$ cat config.mk
export PLATFORM = sky130hd
export DESIGN_NAME = wts_slot_bus_if
export DESIGN_NICKNAME = d
export VERILOG_FILES = /design/src/rtl/wts_bus_pkg.sv /design/src/rtl/wts_sync_ff.sv /design/src/rtl/wts_slot_bus_if.sv
export SDC_FILE = /design/constraint.sdc
export NUM_CORES = 1
export LEC_CHECK = 0
export CAP_MARGIN = 20
export CORE_MARGIN = 8
export CORE_UTILIZATION = 41
export DETAILED_ROUTE_END_ITERATION = 10
export PLACE_DENSITY_LB_ADDON = 0.25
export RECOVER_POWER = 50
export SLEW_MARGIN = 15
export SYNTH_ARGS = -nofsm -noshare
export SYNTH_HDL_FRONTEND = slang
export SYNTH_SLANG_ARGS = --single-unit
$ cat constraint.sdc
create_clock -name clk -period 2.3 [get_ports clk]
set_clock_uncertainty 0.15 [all_clocks]
set_input_delay 0.46 -clock clk [delete_from_list [all_inputs] [get_ports clk]]
set_output_delay 0.46 -clock clk [all_outputs]
set_load 0.1 [all_outputs]
$ cat src/rtl/wts_bus_pkg.sv
// rtl/wts_bus_pkg.sv - shared widths and FSM state type for the slot-bus front end
package wts_bus_pkg;

  localparam int SLOT_ADDR_W = 16;
  localparam int SLOT_DATA_W = 8;

  typedef enum logic [1:0] {
    ST_IDLE     = 2'd0,
    ST_RD_WAIT  = 2'd1,
    ST_RD_DRIVE = 2'd2,
    ST_RELEASE  = 2'd3
  } bus_state_t;

endpackage

$ cat src/rtl/wts_sync_ff.sv
// rtl/wts_sync_ff.sv - single-bit N-stage synchroniser with configurable reset value
module wts_sync_ff #(
  parameter int   STAGES    = 2,
  parameter logic RESET_VAL = 1'b1
) (
  input  logic i_clk,
  input  logic i_reset,
  input  logic i_d,
  output logic o_q
);

  logic [STAGES-1:0] r_sync;

  // Shift the asynchronous input through the flop chain; reset loads the inactive level
  always_ff @(posedge i_clk) begin
    if (i_reset) begin
      r_sync <= {STAGES{RESET_VAL}};
    end else begin
      r_sync <= {r_sync[STAGES-2:0], i_d};
    end
  end

  assign o_q = r_sync[STAGES-1];

endmodule

$ cat src/rtl/wts_slot_bus_if.sv
// rtl/wts_slot_bus_if.sv - MSX slot-bus front end: strobe sync, access FSM, read-data pad drive
module wts_slot_bus_if
  import wts_bus_pkg::*;
#(
  parameter int SYNC_STAGES = 2
) (
  input  logic                   clk,
  input  logic                   reset,
  input  logic [SLOT_ADDR_W-1:0] slot_a,
  input  logic [SLOT_DATA_W-1:0] slot_d_in,
  output logic [SLOT_DATA_W-1:0] slot_d_out,
  output logic                   slot_d_oe,
  input  logic                   slot_nsltsl,
  input  logic                   slot_nmerq,
  input  logic                   slot_nrd,
  input  logic                   slot_nwr,
  output logic [SLOT_ADDR_W-1:0] bus_address,
  output logic [SLOT_DATA_W-1:0] bus_wdata,
  output logic                   bus_write,
  output logic                   bus_read,
  input  logic [SLOT_DATA_W-1:0] bus_rdata,
  input  logic                   bus_rdata_en,
  output logic                   bus_active
);

  logic w_nsltsl_s, w_nmerq_s, w_nrd_s, w_nwr_s;
  logic w_sel_s, w_rd_s, w_wr_s;

  bus_state_t r_state, w_state_nxt;
  logic       w_do_write, w_do_read, w_capture, w_drop;

  logic [1:0]             r_settle;
  logic [SLOT_ADDR_W-1:0] r_address;
  logic [SLOT_DATA_W-1:0] r_wdata;
  logic [SLOT_DATA_W-1:0] r_d_out;
  logic                   r_write, r_read, r_drive_q;

  wts_sync_ff #(.STAGES(SYNC_STAGES), .RESET_VAL(1'b1)) u_sync_nsltsl (
    .i_clk(clk), .i_reset(reset), .i_d(slot_nsltsl), .o_q(w_nsltsl_s));
  wts_sync_ff #(.STAGES(SYNC_STAGES), .RESET_VAL(1'b1)) u_sync_nmerq (
    .i_clk(clk), .i_reset(reset), .i_d(slot_nmerq), .o_q(w_nmerq_s));
  wts_sync_ff #(.STAGES(SYNC_STAGES), .RESET_VAL(1'b1)) u_sync_nrd (
    .i_clk(clk), .i_reset(reset), .i_d(slot_nrd), .o_q(w_nrd_s));
  wts_sync_ff #(.STAGES(SYNC_STAGES), .RESET_VAL(1'b1)) u_sync_nwr (
    .i_clk(clk), .i_reset(reset), .i_d(slot_nwr), .o_q(w_nwr_s));

  assign w_sel_s = ~w_nsltsl_s & ~w_nmerq_s;
  assign w_rd_s  = ~w_nrd_s;
  assign w_wr_s  = ~w_nwr_s;

  // Post-reset settle count: the synchronisers restart at the inactive level, so ST_RELEASE
  // must not trust a low sel_s until the real pin levels have filled the chains. Otherwise
  // an access that straddles reset would reappear as a fresh strobe.
  always_ff @(posedge clk) begin
    if (reset) begin
      r_settle <= 2'(SYNC_STAGES);
    end else if (r_settle != 2'd0) begin
      r_settle <= r_settle - 2'd1;
    end
  end

  // State register
  always_ff @(posedge clk) begin
    if (reset) begin
      r_state <= ST_RELEASE;
    end else begin
      r_state <= w_state_nxt;
    end
  end

  // Next-state and per-cycle actions
  always_comb begin
    w_state_nxt = r_state;
    w_do_write  = 1'b0;
    w_do_read   = 1'b0;
    w_capture   = 1'b0;
    w_drop      = 1'b0;
    case (r_state)
      ST_IDLE: begin
        if (w_sel_s && w_wr_s && !w_rd_s) begin
          w_do_write  = 1'b1;
          w_state_nxt = ST_RELEASE;
        end else if (w_sel_s && w_rd_s && !w_wr_s) begin
          w_do_read   = 1'b1;
          w_state_nxt = ST_RD_WAIT;
        end else if (w_sel_s && w_rd_s && w_wr_s) begin
          w_state_nxt = ST_RELEASE;
        end
      end
      // The consumer answers on the cycle after bus_read, so skip the cycle the pulse is high
      ST_RD_WAIT: begin
        if (!r_read) begin
          w_capture   = 1'b1;
          w_state_nxt = ST_RD_DRIVE;
        end
      end
      ST_RD_DRIVE: begin
        if (!w_sel_s || !w_rd_s) begin
          w_drop      = 1'b1;
          w_state_nxt = ST_RELEASE;
        end
      end
      ST_RELEASE: begin
        if ((r_settle == 2'd0) && !w_sel_s) begin
          w_state_nxt = ST_IDLE;
        end
      end
      default: w_state_nxt = ST_RELEASE;
    endcase
  end

  // Strobes, latched address/data, captured read response and drive enable
  always_ff @(posedge clk) begin
    if (reset) begin
      r_address <= '0;
      r_wdata   <= '0;
      r_write   <= 1'b0;
      r_read    <= 1'b0;
      r_d_out   <= '0;
      r_drive_q <= 1'b0;
    end else begin
      r_write <= w_do_write;
      r_read  <= w_do_read;
      if (w_do_write || w_do_read) begin
        r_address <= slot_a;
      end
      if (w_do_write) begin
        r_wdata <= slot_d_in;
      end
      if (w_capture) begin
        r_d_out   <= bus_rdata;
        r_drive_q <= bus_rdata_en;
      end else if (w_drop) begin
        r_drive_q <= 1'b0;
      end
    end
  end

  // Raw-pin gating drops the pad as soon as the host releases nRD or deselects the slot
  assign slot_d_oe   = r_drive_q & ~slot_nrd & ~slot_nsltsl;
  assign slot_d_out  = r_d_out;
  assign bus_address = r_address;
  assign bus_wdata   = r_wdata;
  assign bus_write   = r_write;
  assign bus_read    = r_read;
  assign bus_active  = w_sel_s;

endmodule

==> results.py <==
metrics = {
    "status": {
        "status": "finished, final reports clean",
    },
    "timing": {
        "max_freq_mhz": 503,
        "tns_ns": 0,
        "worst_slew_pin_slew_ns": 0.895,
        "setup_viol": 0,
        "worst_slack_ns": 0.313,
        "rsz0062_at_grt": "false",
        "maxSlewViolCount": 0,
        "finalCritPeriodShare_pct": 86.4,
        "relSlewSlack_pct": 40.3,
        "layout_min_cycle_time_ns": 1.99,
        "hold_violations": 0,
    },
    "clock_network": {
        "cts_root_buf": "clkbuf_8",
        "htree_levels": 2,
        "postCtsResizedCells": 0,
        "clkTransAtPathRegs_ns": 0.08,
        "hold_buffers": 0,
        "cts_setup_buffers": 0,
        "clk_latency_ns": 0.29,
        "clk_path_buf_depth": 2,
        "cts_tree": "built",
        "cts_made_buffers": 5,
        "clock_sinks": 47,
    },
    "synth": {
        "synth_seq_cells": 47,
        "synthArstFlopShare_pct": 0,
        "netlist_instances": 176,
        "yosysWarnings": 0,
        "ys_top_cells_by_count": "dfxtp_1 (47), nor2_1 (28), mux2i_1 (25), nand2_1 (18), a21oi_1 (10)",
        "netlist.area_leader.share_pct": 53.9,
        "synthFlopType": "dfxtp_1",
        "yosysMostFrequentCell": "dfxtp_1",
        "avgSynthCellArea_um2": 9.92,
        "synth.net_count": 221,
        "synth_edf_count": 0,
        "yosys-top-cells-area": "dfxtp_1 (54%), mux2i_1 (14%), nor2_1 (6.0%)",
        "yosys.area.top_type": "dfxtp_1",
        "yosys.cell_types.count": 25,
        "syn_area_mm2": 0.00175,
        "yosysSeqAreaShare_pct": 53.9,
    },
    "drt": {
        "ant_nets": 0,
        "drc_errors": 0,
        "vias": 1414,
        "wl_per_cell_um": 13.8,
        "firstDrtPassIters": 4,
        "drt_iter0_drc": 48,
        "drt-total-wl_um": 4170,
        "vias_per_cell": 4.68,
    },
    "setup_path": {
        "crit_arrival_ns": 2.02,
        "slowest_delay_ns": 0.54,
        "cp_top_family": "buffers and inverters",
        "path_class": "input port to register",
        "path_cells": "dlygate4sd3_1, clkbuf_2, or2_2",
        "cp.required_ns": 2.33,
        "cp_num_buf_inv": 2,
        "startpoint_type": "input port",
        "crit_fanout": 48,
        "cp_slowest_cell": "dlygate4sd3_1",
        "cp-end-kind": "register",
    },
    "worst_hold_path": {
        "hold_class": "register to register",
    },
    "cells_and_area": {
        "multiInputGateArea_um2": 762,
        "nFillCells": 372,
        "synthToLayoutAreaGrowth_pct": 44.2,
        "num_antenna_cells": 0,
        "nNetsFinal": 296,
        "drive_above_1_share_pct": 23.8,
        "regArea_um2": 941,
    },
    "floorplanning": {
        "die_height_um": 81.2,
        "core_mm2": 0.00406,
        "fp-row-count": 23,
        "ios": 75,
        "dieArea_mm2": 0.00660,
        "fp.dieW_um": 81.2,
        "initial_utilization_pct": 43.0,
    },
    "placement": {
        "place_hpwl_um": 3200,
        "gp_congestion": 0.815,
        "dp_slack_ns": 0.327,
        "io_buffers": 74,
    },
    "grt": {
        "grt_overflow": 0,
        "grt_pass1_vias": 1340,
        "grt_pass1_wl_um": 6310,
        "track_usage_pct": 12.3,
        "antenna_found_initial": 0,
        "grt_max_degree": 49,
    },
    "pwr": {
        "power_mw": 2.14,
        "powerDensity_mw_per_mm2": 850,
        "p_leak_nw": 1.24,
        "ir_drop_v": 0.000580,
    },
    "job": {
        "cap_violations": 0,
    },
}
==> cells by family after synthesis <==
group	synth area share (%)
and+or+nand+nor	16.8
DFF	53.9
muxes	14.3
AOI/OAI and AO/OA	6.45
buffers and inverters	3.15
adders and majority gates	4.30
xor gates and xnor gates	1.00
==> stage by stage <==
step	instances	utilization (%)	hold WS [ns]	cell area (um2)
6_report	302	62.0	0.262	2520
4_1_cts	302	64.1	0.263	2600
3_5_place_dp	294	61.2	0.242	2480
2_1_floorplan	176	-	0.239	1760
3_3_place_gp	294	61.2	0.243	2480
5_1_grt	302	62.0	0.284	2520
==> layout by cell type, fill, tap and decap left out, types with 5 or more instances in the layout <==
cell type	synthesis	routed
dfxtp_1	47	47
clkdlybuf4s50_1	0	37
clkbuf_2	0	28
nor2_1	28	27
mux2i_1	25	25
nand2_1	18	18
a21oi_1	10	10
buf_4	0	10
or2_2	9	9
ha_1	6	6
clkbuf_8	0	6
inv_1	5	5
==> path summary, 6_finish.rpt <==
check                                          start                   end  slack, ns  cells after the start
worst max-delay path                           reset  u_sync_nwr.r_sync[0]       0.31                      3
worst min-delay path            u_sync_nrd.r_sync[0]  u_sync_nrd.r_sync[1]       0.26                      1
worst max register to register            r_state[1]          bus_wdata[3]       0.38                      5
worst min register to register  u_sync_nrd.r_sync[0]  u_sync_nrd.r_sync[1]       0.26                      1
==> power breakdown <==
part / internal, mW / switching, mW
Combinational: 0.214 / 0.397
Sequential: 0.881 / 0.0372
Clock: 0.352 / 0.259
==> per-layer routing <==
| layer | vias to the layer above | wire, um | global-route usage [%] | part of all wire (%) |
|---|---|---|---|---|
| li1 | 731 | - | - | - |
| met1 | 624 | 1740 | 13.6 | 42 |
| met2 | 55 | 1860 | 18.9 | 45 |
| met3 | 4 | 543 | 7.62 | 13 |
| met4 | 0 | 23 | 4.29 | 0.55 |
| met5 | - | 0 | 0 | 0 |
==> flip-flops by register name (all words and copies together), names as in the netlist <==
signal and cells:
u_sync_nwr.r_sync 2, bus_address 16, u_sync_nsltsl.r_sync 2, u_sync_nmerq.r_sync 2, r_state 2, bus_read 1
r_settle 2, bus_wdata 8, r_drive_q 1, u_sync_nrd.r_sync 2, slot_d_out 8, bus_write 1
==> area by class of cell <==
| type | instances | share of cell area (%) |
|---|---|---|
| clock inverters | 2 | 1.39 |
| inverters | 5 | 0.746 |
| multi-input cells | 115 | 30.3 |
| repair buffers | 77 | 24.5 |
| clock buffers | 6 | 3.28 |
| well taps | 50 | 2.49 |
| flip-flops and latches | 47 | 37.4 |
Power figures use the tool's default switching activity.
